## config.mk

```make
export PLATFORM = sky130hd
export DESIGN_NAME = fir_coeff_loader
export DESIGN_NICKNAME = d
export VERILOG_FILES = /design/src/rtl/fir_pkg.sv /design/src/rtl/fir_coeff_loader.sv
export SDC_FILE = /design/constraint.sdc
export NUM_CORES = 1
export LEC_CHECK = 0
export CAP_MARGIN = 20
export CORE_ASPECT_RATIO = 0.5
export CORE_UTILIZATION = 58
export DETAILED_ROUTE_END_ITERATION = 7
export PLACE_DENSITY = 0.81
export SKIP_LAST_GASP = 1
export SYNTH_ARGS = -nofsm -noshare
export SYNTH_HDL_FRONTEND = slang
export SYNTH_SLANG_ARGS = --single-unit
```

## constraint.sdc

```tcl
create_clock -name clk -period 4.4 [get_ports clk]
set_clock_uncertainty 0.1 [all_clocks]
set_input_delay 0.44 -clock clk [delete_from_list [all_inputs] [get_ports clk]]
set_output_delay 0.44 -clock clk [all_outputs]
set_load 0.05 [all_outputs]
```

## src/rtl/fir_pkg.sv

```systemverilog
// Shared FIR definitions: coefficient type, tap-ID sizing and the no-op command ID.
package fir_pkg;

    localparam int unsigned COEF_WIDTH = 16;
    localparam int unsigned FIR_NOP_ID = 0;

    typedef logic signed [COEF_WIDTH-1:0] coef_t;

    typedef enum logic [1:0] {
        ST_IDLE,
        ST_LOAD,
        ST_DRAIN
    } ldr_state_t;

    // Tap IDs 1..N must fit, so N is never a power of two and $clog2(N) suffices.
    function automatic int unsigned tap_id_width(input int unsigned n);
        return $clog2(n);
    endfunction

endpackage

```

## src/rtl/fir_coeff_loader.sv

```systemverilog
// Coefficient loader: shadow bank for host writes, streamed to the FIR command
// port as one burst per commit, followed by a drain wait and a done pulse.
module fir_coeff_loader
    import fir_pkg::*;
#(
    parameter int unsigned INT_NUMBER_OF_TAPS = 5,
    parameter int unsigned INT_COEF_WIDTH     = 16,
    parameter int unsigned INT_DRAIN_CYCLES   = INT_NUMBER_OF_TAPS + 1
) (
    input  logic                                         clk,
    input  logic                                         i_rst_n,
    input  logic                                         i_wr_valid,
    output logic                                         o_wr_ready,
    input  logic [tap_id_width(INT_NUMBER_OF_TAPS)-1:0]  i_wr_addr,
    input  logic signed [INT_COEF_WIDTH-1:0]             i_wr_data,
    input  logic                                         i_commit,
    output logic                                         o_busy,
    output logic                                         o_done,
    output logic                                         o_err,
    output logic                                         o_cmd_valid,
    output logic [tap_id_width(INT_NUMBER_OF_TAPS)-1:0]  o_cmd,
    output logic signed [INT_COEF_WIDTH-1:0]             o_cmd_data
);

    localparam int unsigned AW = tap_id_width(INT_NUMBER_OF_TAPS);
    localparam int unsigned DW = (INT_DRAIN_CYCLES > 1) ? $clog2(INT_DRAIN_CYCLES) : 1;
    localparam int unsigned W  = INT_COEF_WIDTH;

    localparam logic [AW-1:0] N_ID   = AW'(INT_NUMBER_OF_TAPS);
    localparam logic [AW-1:0] N_LAST = AW'(INT_NUMBER_OF_TAPS - 1);
    localparam logic [AW-1:0] NOP_ID = AW'(FIR_NOP_ID);
    localparam logic [DW-1:0] D_LAST = DW'(INT_DRAIN_CYCLES - 1);

    generate
        if ((INT_NUMBER_OF_TAPS < 3) ||
            ((INT_NUMBER_OF_TAPS & (INT_NUMBER_OF_TAPS - 1)) == 0)) begin : g_bad_taps
            $error("fir_coeff_loader: INT_NUMBER_OF_TAPS must be >= 3 and not a power of two");
        end
        if (INT_DRAIN_CYCLES < 1) begin : g_bad_drain
            $error("fir_coeff_loader: INT_DRAIN_CYCLES must be >= 1");
        end
    endgenerate

    logic signed [W-1:0] shadow [INT_NUMBER_OF_TAPS];

    ldr_state_t          state, state_n;
    logic [AW-1:0]       k, k_n, k_inc;
    logic [DW-1:0]       d, d_n;
    logic                pending, pending_n;
    logic                cmd_valid_n, busy_n, done_n, err_n;
    logic [AW-1:0]       cmd_n;
    logic signed [W-1:0] cmd_data_n;
    logic                wr_acc, wr_in_range;
    logic signed [W-1:0] tap0_fwd;

    assign o_wr_ready  = (state != ST_LOAD);
    assign wr_acc      = i_wr_valid & o_wr_ready;
    assign wr_in_range = (i_wr_addr < N_ID);
    assign k_inc       = k + 1'b1;

    // The first tap is registered on the commit edge itself, so a write to
    // tap 0 in that same cycle must bypass the shadow bank.
    assign tap0_fwd = (wr_acc && wr_in_range && (i_wr_addr == '0)) ? i_wr_data : shadow[0];

    // Shadow bank: accepted in-range host writes.
    always_ff @(posedge clk or negedge i_rst_n) begin
        if (!i_rst_n) begin
            for (int unsigned i = 0; i < INT_NUMBER_OF_TAPS; i++) begin
                shadow[i] <= '0;
            end
        end else if (wr_acc && wr_in_range) begin
            shadow[i_wr_addr] <= i_wr_data;
        end
    end

    // Next state, counters, pending flag and next registered outputs.
    always_comb begin
        state_n     = state;
        k_n         = k;
        d_n         = d;
        pending_n   = pending;
        cmd_valid_n = 1'b0;
        cmd_n       = NOP_ID;
        cmd_data_n  = '0;
        busy_n      = 1'b0;
        done_n      = 1'b0;
        err_n       = o_err;

        case (state)
            ST_IDLE: begin
                // A pending commit is consumed here, in the done cycle.
                if (i_commit || pending) begin
                    state_n     = ST_LOAD;
                    k_n         = '0;
                    pending_n   = 1'b0;
                    err_n       = 1'b0;
                    cmd_valid_n = 1'b1;
                    cmd_n       = AW'(1);
                    cmd_data_n  = tap0_fwd;
                    busy_n      = 1'b1;
                end
            end
            ST_LOAD: begin
                busy_n = 1'b1;
                if (i_commit) pending_n = 1'b1;
                if (k == N_LAST) begin
                    state_n = ST_DRAIN;
                    d_n     = '0;
                end else begin
                    k_n         = k_inc;
                    cmd_valid_n = 1'b1;
                    cmd_n       = k_inc + 1'b1;
                    cmd_data_n  = shadow[k_inc];
                end
            end
            ST_DRAIN: begin
                if (i_commit) pending_n = 1'b1;
                if (d == D_LAST) begin
                    state_n = ST_IDLE;
                    done_n  = 1'b1;
                end else begin
                    d_n    = d + 1'b1;
                    busy_n = 1'b1;
                end
            end
            default: state_n = ST_IDLE;
        endcase

        // A bad address in the commit cycle belongs to the new burst.
        if (wr_acc && !wr_in_range) err_n = 1'b1;
    end

    // State, counters and registered outputs.
    always_ff @(posedge clk or negedge i_rst_n) begin
        if (!i_rst_n) begin
            state       <= ST_IDLE;
            k           <= '0;
            d           <= '0;
            pending     <= 1'b0;
            o_cmd_valid <= 1'b0;
            o_cmd       <= NOP_ID;
            o_cmd_data  <= '0;
            o_busy      <= 1'b0;
            o_done      <= 1'b0;
            o_err       <= 1'b0;
        end else begin
            state       <= state_n;
            k           <= k_n;
            d           <= d_n;
            pending     <= pending_n;
            o_cmd_valid <= cmd_valid_n;
            o_cmd       <= cmd_n;
            o_cmd_data  <= cmd_data_n;
            o_busy      <= busy_n;
            o_done      <= done_n;
            o_err       <= err_n;
        end
    end

endmodule

```

**After elaboration in Yosys (flattened, before gate mapping)**

Index checks and enable logic that the tools add are counted.

- Equality and inequality tests: 11
- Reductions and logical operators: 19
- Multiplexer cells: 35
- $add $sub $neg: 3
- $lt $le $gt $ge: 4
- Bitwise logic cells: 3

Operator list:

| kind | count |
|---|---|
| $mux 16 | 6 |
| $bwmux 80 | 1 |
| $bmux 16 s3 | 1 |
| $demux 16 s3 | 1 |
| $pmux 16 s2 | 1 |
| $pmux 3 s2 | 3 |
| $mux 3 | 5 |
| $reduce_and 3->1 | 4 |
| $mux 1 | 10 |
| $ne 2x2->1 const B | 5 |
| $reduce_bool 2->1 | 5 |
| $add 3x1->3 const B | 3 |
| $ge 4x4->1 const B | 2 |
| $not 3->4 | 2 |
| $eq 3x3->1 const B | 2 |
| $mux 2 | 3 |
| $pmux 2 s3 | 1 |
| $logic_and 1x1->1 | 4 |
| $lt 4x1->1 const B | 1 |
| $ne 2x1->1 const B | 2 |
| $pmux 1 s2 | 2 |
| $logic_not 3->1 | 1 |
| $lt 3x3->1 const B | 1 |
| $pmux 1 s3 | 1 |
| 8 further kinds | 8 |

- Input port bits: 23
- Register bits: 112
- Output and inout bits: 24

**Depth between registers and ports, before layout**

Gate-level depths: netlist of run 1.

- Depth after elaboration: 7
- Depth in mapped cells: 7
- Mapped depth without buffers: 6

**Worst setup path after synthesis of run 1**

OpenSTA, ideal clock, no wires.

- Path type: register -> register
- Start point: reg state[1]
- End point: reg shadow[53] in the netlist's numbering
- Arrival time: 1.861 ns
- Setup time: 0.125 ns
- Period minus slack after synthesis: 2.085 ns
- Path slack: 2.315 ns
- Cell stages (with the launch flop): 8
- Path through: dfrtp_1 inv_1 ha_1 nor3b_2 nand2_1 nor2_1 buf_2 mux2_2

- Longest elaborated chain between the ends: 3

Ends and longest elaborated chain:

| element | line | text |
|---|---|---|
| start: declaration | fir_coeff_loader.sv:46 | `ldr_state_t state, state_n;` |
| start signal: assignment | fir_coeff_loader.sv:147 | `state <= state_n;` |
| $ne 2x1->1 | fir_coeff_loader.sv:56 | `assign o_wr_ready = (state != ST_LOAD);` |
| $and 1x1->1 | fir_coeff_loader.sv:57 | `assign wr_acc = i_wr_valid & o_wr_ready;` |
| $logic_and 1x1->1 | fir_coeff_loader.sv:71 | `end else if (wr_acc && wr_in_range) begin` |
| end signal: indexed assignment | fir_coeff_loader.sv:72 | `shadow[i_wr_addr] <= i_wr_data;` |
| end: declaration | fir_coeff_loader.sv:44 | `logic signed [W-1:0] shadow [INT_NUMBER_OF_TAPS];` |

No other way between the ends.
A chain may end at the register's enable or synchronous reset.

**Final worst setup path of run 1**

- Start point: reg k[0]
- End point: reg o_cmd_data[2]

- Longest elaborated chain between the ends: 7

Ends and longest elaborated chain:

| element | line | text |
|---|---|---|
| start: declaration | fir_coeff_loader.sv:47 | `logic [AW-1:0] k, k_n, k_inc;` |
| start signal: assignment | fir_coeff_loader.sv:148 | `k <= k_n;` |
| $add 3x1->3 | fir_coeff_loader.sv:59 | `assign k_inc = k + 1'b1;` |
| $not 3->4 (not written as such) | fir_coeff_loader.sv:113 | `cmd_data_n = shadow[k_inc];` |
| $bmux 16 s3 | fir_coeff_loader.sv:113 |  |
| $mux 16 (not written as such) (2 in a row) | fir_coeff_loader.sv:113 |  |
| $mux 16 (*) | fir_coeff_loader.sv:106 | `if (k == N_LAST) begin` |
| $pmux 16 s2 (*) | fir_coeff_loader.sv:89 | `case (state)` |
| via cmd_data_n[2] | fir_coeff_loader.sv:52 | `logic signed [W-1:0] cmd_data_n;` |
| end signal: assignment | fir_coeff_loader.sv:153 | `o_cmd_data <= cmd_data_n;` |
| end: declaration | fir_coeff_loader.sv:22 | `output logic signed [INT_COEF_WIDTH-1:0] o_cmd_data` |

The timed path passes the listed nets; every way through them passes the cells marked *. The select of a mux whose other input is x is not followed.

==> results.json, run 1 <==
{
  "syn_to_final_growth_pct": 18.39,
  "grt_max_degree": 82,
  "clk_latency_ns": 0.35,
  "setup_viol": 0,
  "clkSinkCount": 112,
  "syn_area_um2": 4932,
  "critPathRequiredTime_ns": 4.57,
  "p_leak_nw": 2.665,
  "drv_cap": 0,
  "fin_util_pct": 71.96,
  "wire_per_inst_um": 20.11,
  "clk_pin_slew_ns": 0.07,
  "cts_buffers": 9,
  "hold_viol": 0,
  "cts_setup_buffers": 0,
  "num_vias": 3083,
  "first_iter_violations": 199,
  "tightest_slew_ns": 1.146,
  "root_buffer": "clkbuf_16",
  "yosys-top-cells-count": "dfrtp_1, mux2_2, inv_1",
  "yosysTopAreaCell": "dfrtp_1",
  "synth_edf_count": 0,
  "slowest_stage": "dfrtp_1",
  "setup_ws_ns": 1.426,
  "worst-path-max-fanout": 19,
  "ys.flop_type": "dfrtp_1",
  "antenna_cells": 0,
  "avgSynthCellArea_um2": 14.01,
  "max_stage_delay_ns": 0.71,
  "synth-warning-count": 0,
  "dieArea_um2": 8899,
  "die_y_um": 67.21,
  "hp-class": "reg2reg",
  "die_w_um": 132.4,
  "synth_area_leaders": "dfrtp_1, mux2_2, mux4_2, mux2i_1, a22oi_1",
  "syn-num-nets": 384,
  "crit_arrival_ns": 3.15,
  "seq_area_frac_synth_pct": 56.82,
  "yosysMostFrequentCell": "dfrtp_1",
  "coreArea_um2": 8115,
  "slew-limit-headroom_pct": 23.41,
  "synth_top_area_share_pct": 56.82,
  "nets": 433,
  "fillers": 526,
  "io_buffers": 46,
  "clockBufferDepth": 2,
  "ys_ff_latch": 112,
  "drtAntennaViolNets": 0,
  "tritoncts": "built",
  "rsz0062_at_grt": "false",
  "io_pins": 47,
  "yosysUniqueCellTypes": 38,
  "p_per_area_nw_per_um2": 774.2,
  "syn_inst": 352,
  "regArea_um2": 2803,
  "drive_gt1_share_pct": 26.60,
  "synthArstFlopShare_pct": 100.0,
  "cts_max_level": 3,
  "start_util_pct": 60.78,
  "grt-ovfl-total": 0,
  "outcome": "complete, no violations",
  "cp-start-kind": "flop",
  "finalCritPeriodShare_pct": 67.60,
  "gp_congestion": 0.8134,
  "grt_pass1_vias": 3323,
  "path_class": "reg2reg",
  "globalRouteTotalUtil_pct": 25.78,
  "dpl_worst_slack_ns": 1.024,
  "vias_per_cell": 5.952,
  "grt_pass1_wl_mm": 16.90,
  "setup-tns-final_ns": 0,
  "multiInputGateArea_um2": 1963,
  "period_minus_slack_ns": 2.974,
  "grt_antenna_before_repair": 0,
  "wirelength_mm": 10.42,
  "fmax_mhz": 336.2,
  "vdd_drop_max_v": 0.0002995,
  "rows": 23,
  "crit_path_cell_trace": "inv_1, ha_1, a2111oi_4, buf_6, a22oi_1, o21ai_1",
  "drc": 0,
  "dr.pass1.iters": 4,
  "cp-end-kind": "flop",
  "slew_violations": 0,
  "hpwl_mm": 6.658
}
-- cell usage in the layout (no fill, tap or decap), types with 2 or more instances in the layout --
master / netlist / final
o21a_1: 2 / 2
buf_4: 0 / 5
clkinv_2: 0 / 3
mux2_2: 64 / 64
a21oi_1: 9 / 9
bufinv_16: 0 / 2
clkdlybuf4s50_1: 0 / 45
inv_6: 0 / 2
mux2i_1: 18 / 18
a22oi_1: 16 / 16
o21ai_0: 10 / 9
dfrtp_1: 112 / 112
nand2_1: 11 / 11
nor2_1: 6 / 6
mux4_2: 16 / 16
nand3_1: 3 / 3
a22o_1: 2 / 2
o21ai_1: 15 / 16
ha_1: 9 / 9
clkbuf_16: 0 / 9
xor2_1: 2 / 2
inv_1: 23 / 23
and3_1: 2 / 2
-- kinds of logic after synthesis --
kind of cell,share of synthesized area [%]
flops,56.82
mux,25.57
compound gates,8.220
buf+inv,3.374
simple gates,3.196
fa+ha+maj,2.283
xor+xnor,0.5328
-- power breakdown --
part           internal [mW]  switching (mW)  total (mW)
registers               1.51           0.280        1.79
clock network          0.500           0.374       0.874
logic                  0.870           0.982        1.85
-- stage by stage --
stage               instance area, µm²  cells  hold slack (ns)  total power [mW]
floorplan                         4932    352          0.04441             3.107
detailed placement                5480    499           0.3851             3.651
global placement                  5480    499           0.3683             3.515
finish                            5839    518           0.3952             4.521
CTS                               5798    515           0.1984             4.535
global route                      5839    518           0.4180             4.766
-- worst max-delay path: cells and delay by family, from the launching register on --
family          cells  cell delay, ns
fa+ha+maj           1            0.71
buf+inv             2            0.47
compound gates      3            0.89
flops               1            0.71
-- cell type report --
type | count | area share [%]
Timing Repair Buffer | 53 | 9.064
Clock inverter | 7 | 1.586
Tap cell | 112 | 2.400
Inverter | 23 | 1.478
Sequential cell | 112 | 48.00
Clock buffer | 9 | 3.857
Multi-Input combinational cell | 202 | 33.62
-- registers in the layout, indices dropped and copies added (netlist names) --
name / flops
d: 3
k: 3
o_busy: 1
o_cmd: 3
o_cmd_data: 16
o_cmd_valid: 1
o_done: 1
o_err: 1
pending: 1
shadow: 80
state: 2
-- repair_timing --
action	4_1_cts	5_1_grt
endpoints found under the hold margin	0	30
gates resized for setup	0	0
hold buffers	0	1
-- path summary, 6_finish.rpt --
kind	start	to	slack, ns	cells after the start
hold reg to reg	o_err	o_err	0.40	2
max in group asynchronous	i_rst_n	shadow[46]	2.66	4
setup reg to reg	k[0]	o_cmd_data[2]	1.43	6
min in group asynchronous	i_rst_n	o_cmd_data[0]	0.49	2
setup / recovery	k[0]	o_cmd_data[2]	1.43	6
hold / removal	o_err	o_err	0.40	2
-- layer usage --
metal,vias to the layer above,global-route usage (%),share of wire [%]
li1,1375,-,-
met1,1606,32.26,43
met2,85,45.46,51
met3,17,6.231,4.8
met4,0,8.621,1.5
met5,-,0,0
Note: power is estimated with default switching activity, not from simulation.
==> run 2: changes to the inputs <==
--- a/config.mk
+++ b/config.mk
@@ -7,9 +7,9 @@
 export LEC_CHECK = 0
 export CAP_MARGIN = 20
 export CORE_ASPECT_RATIO = 0.5
-export CORE_UTILIZATION = 58
+export CORE_UTILIZATION = 51
 export DETAILED_ROUTE_END_ITERATION = 7
-export PLACE_DENSITY = 0.81
+export PLACE_DENSITY = 0.75
 export SKIP_LAST_GASP = 1
 export SYNTH_ARGS = -nofsm -noshare
 export SYNTH_HDL_FRONTEND = slang
==> constraint.sdc (replaced) <==
create_clock -name clk -period 2.56 [get_ports clk]
set_clock_uncertainty 0.1 [all_clocks]
set_input_delay 0.256 -clock clk [delete_from_list [all_inputs] [get_ports clk]]
set_output_delay 0.256 -clock clk [all_outputs]
set_load 0.05 [all_outputs]
==> run 2 against run 1 <==
Wire length increased by 1.6%. Non-clock buffer count increased by 7. First-iteration DRC count decreased by 23%. Worst setup slack got worse by 1.2 ns. Sequential share of layout area decreased by 0.31 points. Flip-flop and latch count unchanged. Combinational power increased by 75%. Sequential power increased by 70%. Final area increased by 0.64%. Clock power increased by 57%. Register-to-register slack got worse by 1.2 ns. Clock-buffer cell count unchanged.
==> results.json, run 2 (synthesized netlist as in run 1, its figures left out) <==
{
  "hold-worst-slack_ns": 0.1969,
  "dieArea_um2": 10090,
  "path_class": "reg2out",
  "fillers": 666,
  "slew-limit-headroom_pct": 42.69,
  "registers.top_by_ff_count": "shadow",
  "num_vias": 3065,
  "setup-tns-final_ns": 0,
  "wirelength_mm": 10.59,
  "drc": 0,
  "nets": 440,
  "period_minus_slack_ns": 2.369,
  "rows": 24,
  "largest_reg_flops": 80,
  "slowest_stage": "dlygate4sd2_1",
  "rrSetupSlack_ns": 0.23,
  "vias_per_cell": 5.665,
  "syn_to_final_growth_pct": 19.15,
  "hpwl_mm": 6.841,
  "vdd_drop_max_v": 0.0004605,
  "drive_gt1_share_pct": 27.49,
  "dr.pass1.iters": 4,
  "max_stage_delay_ns": 0.48,
  "coreArea_um2": 9039,
  "globalRouteTotalUtil_pct": 23.28,
  "critPathRequiredTime_ns": 2.20,
  "clockBufferDepth": 2,
  "dpl-instance-area_um2": 5583,
  "grt_antenna_before_repair": 0,
  "dp.cells": 526,
  "rsz0062_at_grt": "false",
  "largestRegisters": "shadow: 80 flops, o_cmd_data: 16 flops",
  "multiInputGateArea_um2": 1963,
  "tightest_slew_ns": 0.8597,
  "grt_max_degree": 46,
  "antenna_cells": 0,
  "worst-path-max-fanout": 12,
  "drv_cap": 0,
  "die_y_um": 71.54,
  "p_per_area_nw_per_um2": 1300,
  "p_leak_nw": 2.673,
  "most-common-layout-cells": "dfrtp_1, mux2_2, clkdlybuf4s50_1, inv_1, mux2i_1",
  "crit_top_cell": "inv_1",
  "hp-class": "in2async",
  "hold_viol": 0,
  "start_util_pct": 54.57,
  "finalCritPeriodShare_pct": 92.55,
  "layout_commonest_cell": "dfrtp_1",
  "first_iter_violations": 154,
  "fin_area_um2": 5877,
  "gp_congestion": 0.7813,
  "fin_util_pct": 65.02,
  "ff2ff_path_depth": 7,
  "grt_pass1_wl_mm": 17.24,
  "die_w_um": 141.1,
  "rr_endpoint": "o_cmd_data[15]",
  "crit_arrival_ns": 2.01,
  "fmax_mhz": 422.1,
  "root_buffer": "clkbuf_16",
  "reg2reg_from": "k[0]",
  "cp-end-kind": "output port",
  "grt_pass1_vias": 3261,
  "clk_pin_slew_ns": 0.06,
  "cts_max_level": 3,
  "io_buffers": 46,
  "crit_path_cell_trace": "inv_1, ha_1, inv_1, dlygate4sd2_1",
  "fin_cells": 541,
  "setup_viol": 0,
  "slew_violations": 0,
  "clk_latency_ns": 0.35,
  "drtAntennaViolNets": 0,
  "grt-ovfl-total": 0,
  "outcome": "complete, no violations",
  "cts_setup_buffers": 0,
  "cp-start-kind": "flop",
  "regArea_um2": 2803,
  "wire_per_inst_um": 19.57,
  "io_pins": 47,
  "cts_buffers": 9,
  "tritoncts": "built",
  "clkSinkCount": 112
}
==> run 2: cell count changes in the layout (fill, tap and decap cells not counted), moves of 2 or more <==
cell and delta:
buf_4 +8, inv_6 -2, clkinv_4 +2, clkinv_2 -2
==> run 2: routing by layer <==
metal / global-route usage, % / wire length, µm / part of all wire, %
met5: 0 / 0 / 0
met4: 7.971 / 123 / 1.2
met3: 5.548 / 433 / 4.1
met2: 39.38 / 5336 / 50
met1: 30.02 / 4692 / 44
==> run 2: what timing repair did <==
item / 4_1_cts / 5_1_grt
hold buffers: 1 / 0
gates resized for setup: 1 / 0
setup endpoints to repair: 1 / 0
endpoints found under the hold margin: 82 / 0
==> run 2: worst max-delay path by stage <==
stage	slack (ns)	start	depth (start not counted)	endpoint
after floorplan	0.47	state[1]	7	shadow[53]
after global placement	0.36	state[1]	4	o_wr_ready
after detailed placement	0.26	k[0]	7	o_cmd_data[13]
after CTS	0.22	state[1]	4	o_wr_ready
after global routing	0.11	state[1]	4	o_wr_ready
final	0.19	state[1]	4	o_wr_ready
==> run 2: cell type report <==
type	instances	share of cell area [%]
clock buffer	9	3.832
clock inverter	5	1.022
inverter	23	1.469
multi-input combinational	202	33.40
sequential	112	47.69
tap	130	2.768
timing repair buffer	60	9.815
==> run 2: per-stage QoR <==
stage | total power [mW] | worst slack, ns
floorplan | 5.339 | 0.4746
global placement | 6.079 | 0.3635
detailed placement | 6.303 | 0.2640
CTS | 7.684 | 0.2222
global route | 8.076 | 0.1090
finish | 7.642 | 0.1907
==> run 2: where the power goes <==
part	switching, mW	leakage (nW)	internal, mW
combinational	1.73	1.16	1.50
clock	0.617	0.137	0.750
sequential	0.438	1.37	2.60
total	2.79	2.67	4.85
==> run 2: worst max-delay path, delay by kind of cell, from the launching register on <==
family / cells / cell delay, ns
buf+inv: 3 / 0.83
fa+ha+maj: 1 / 0.44
flops: 1 / 0.40
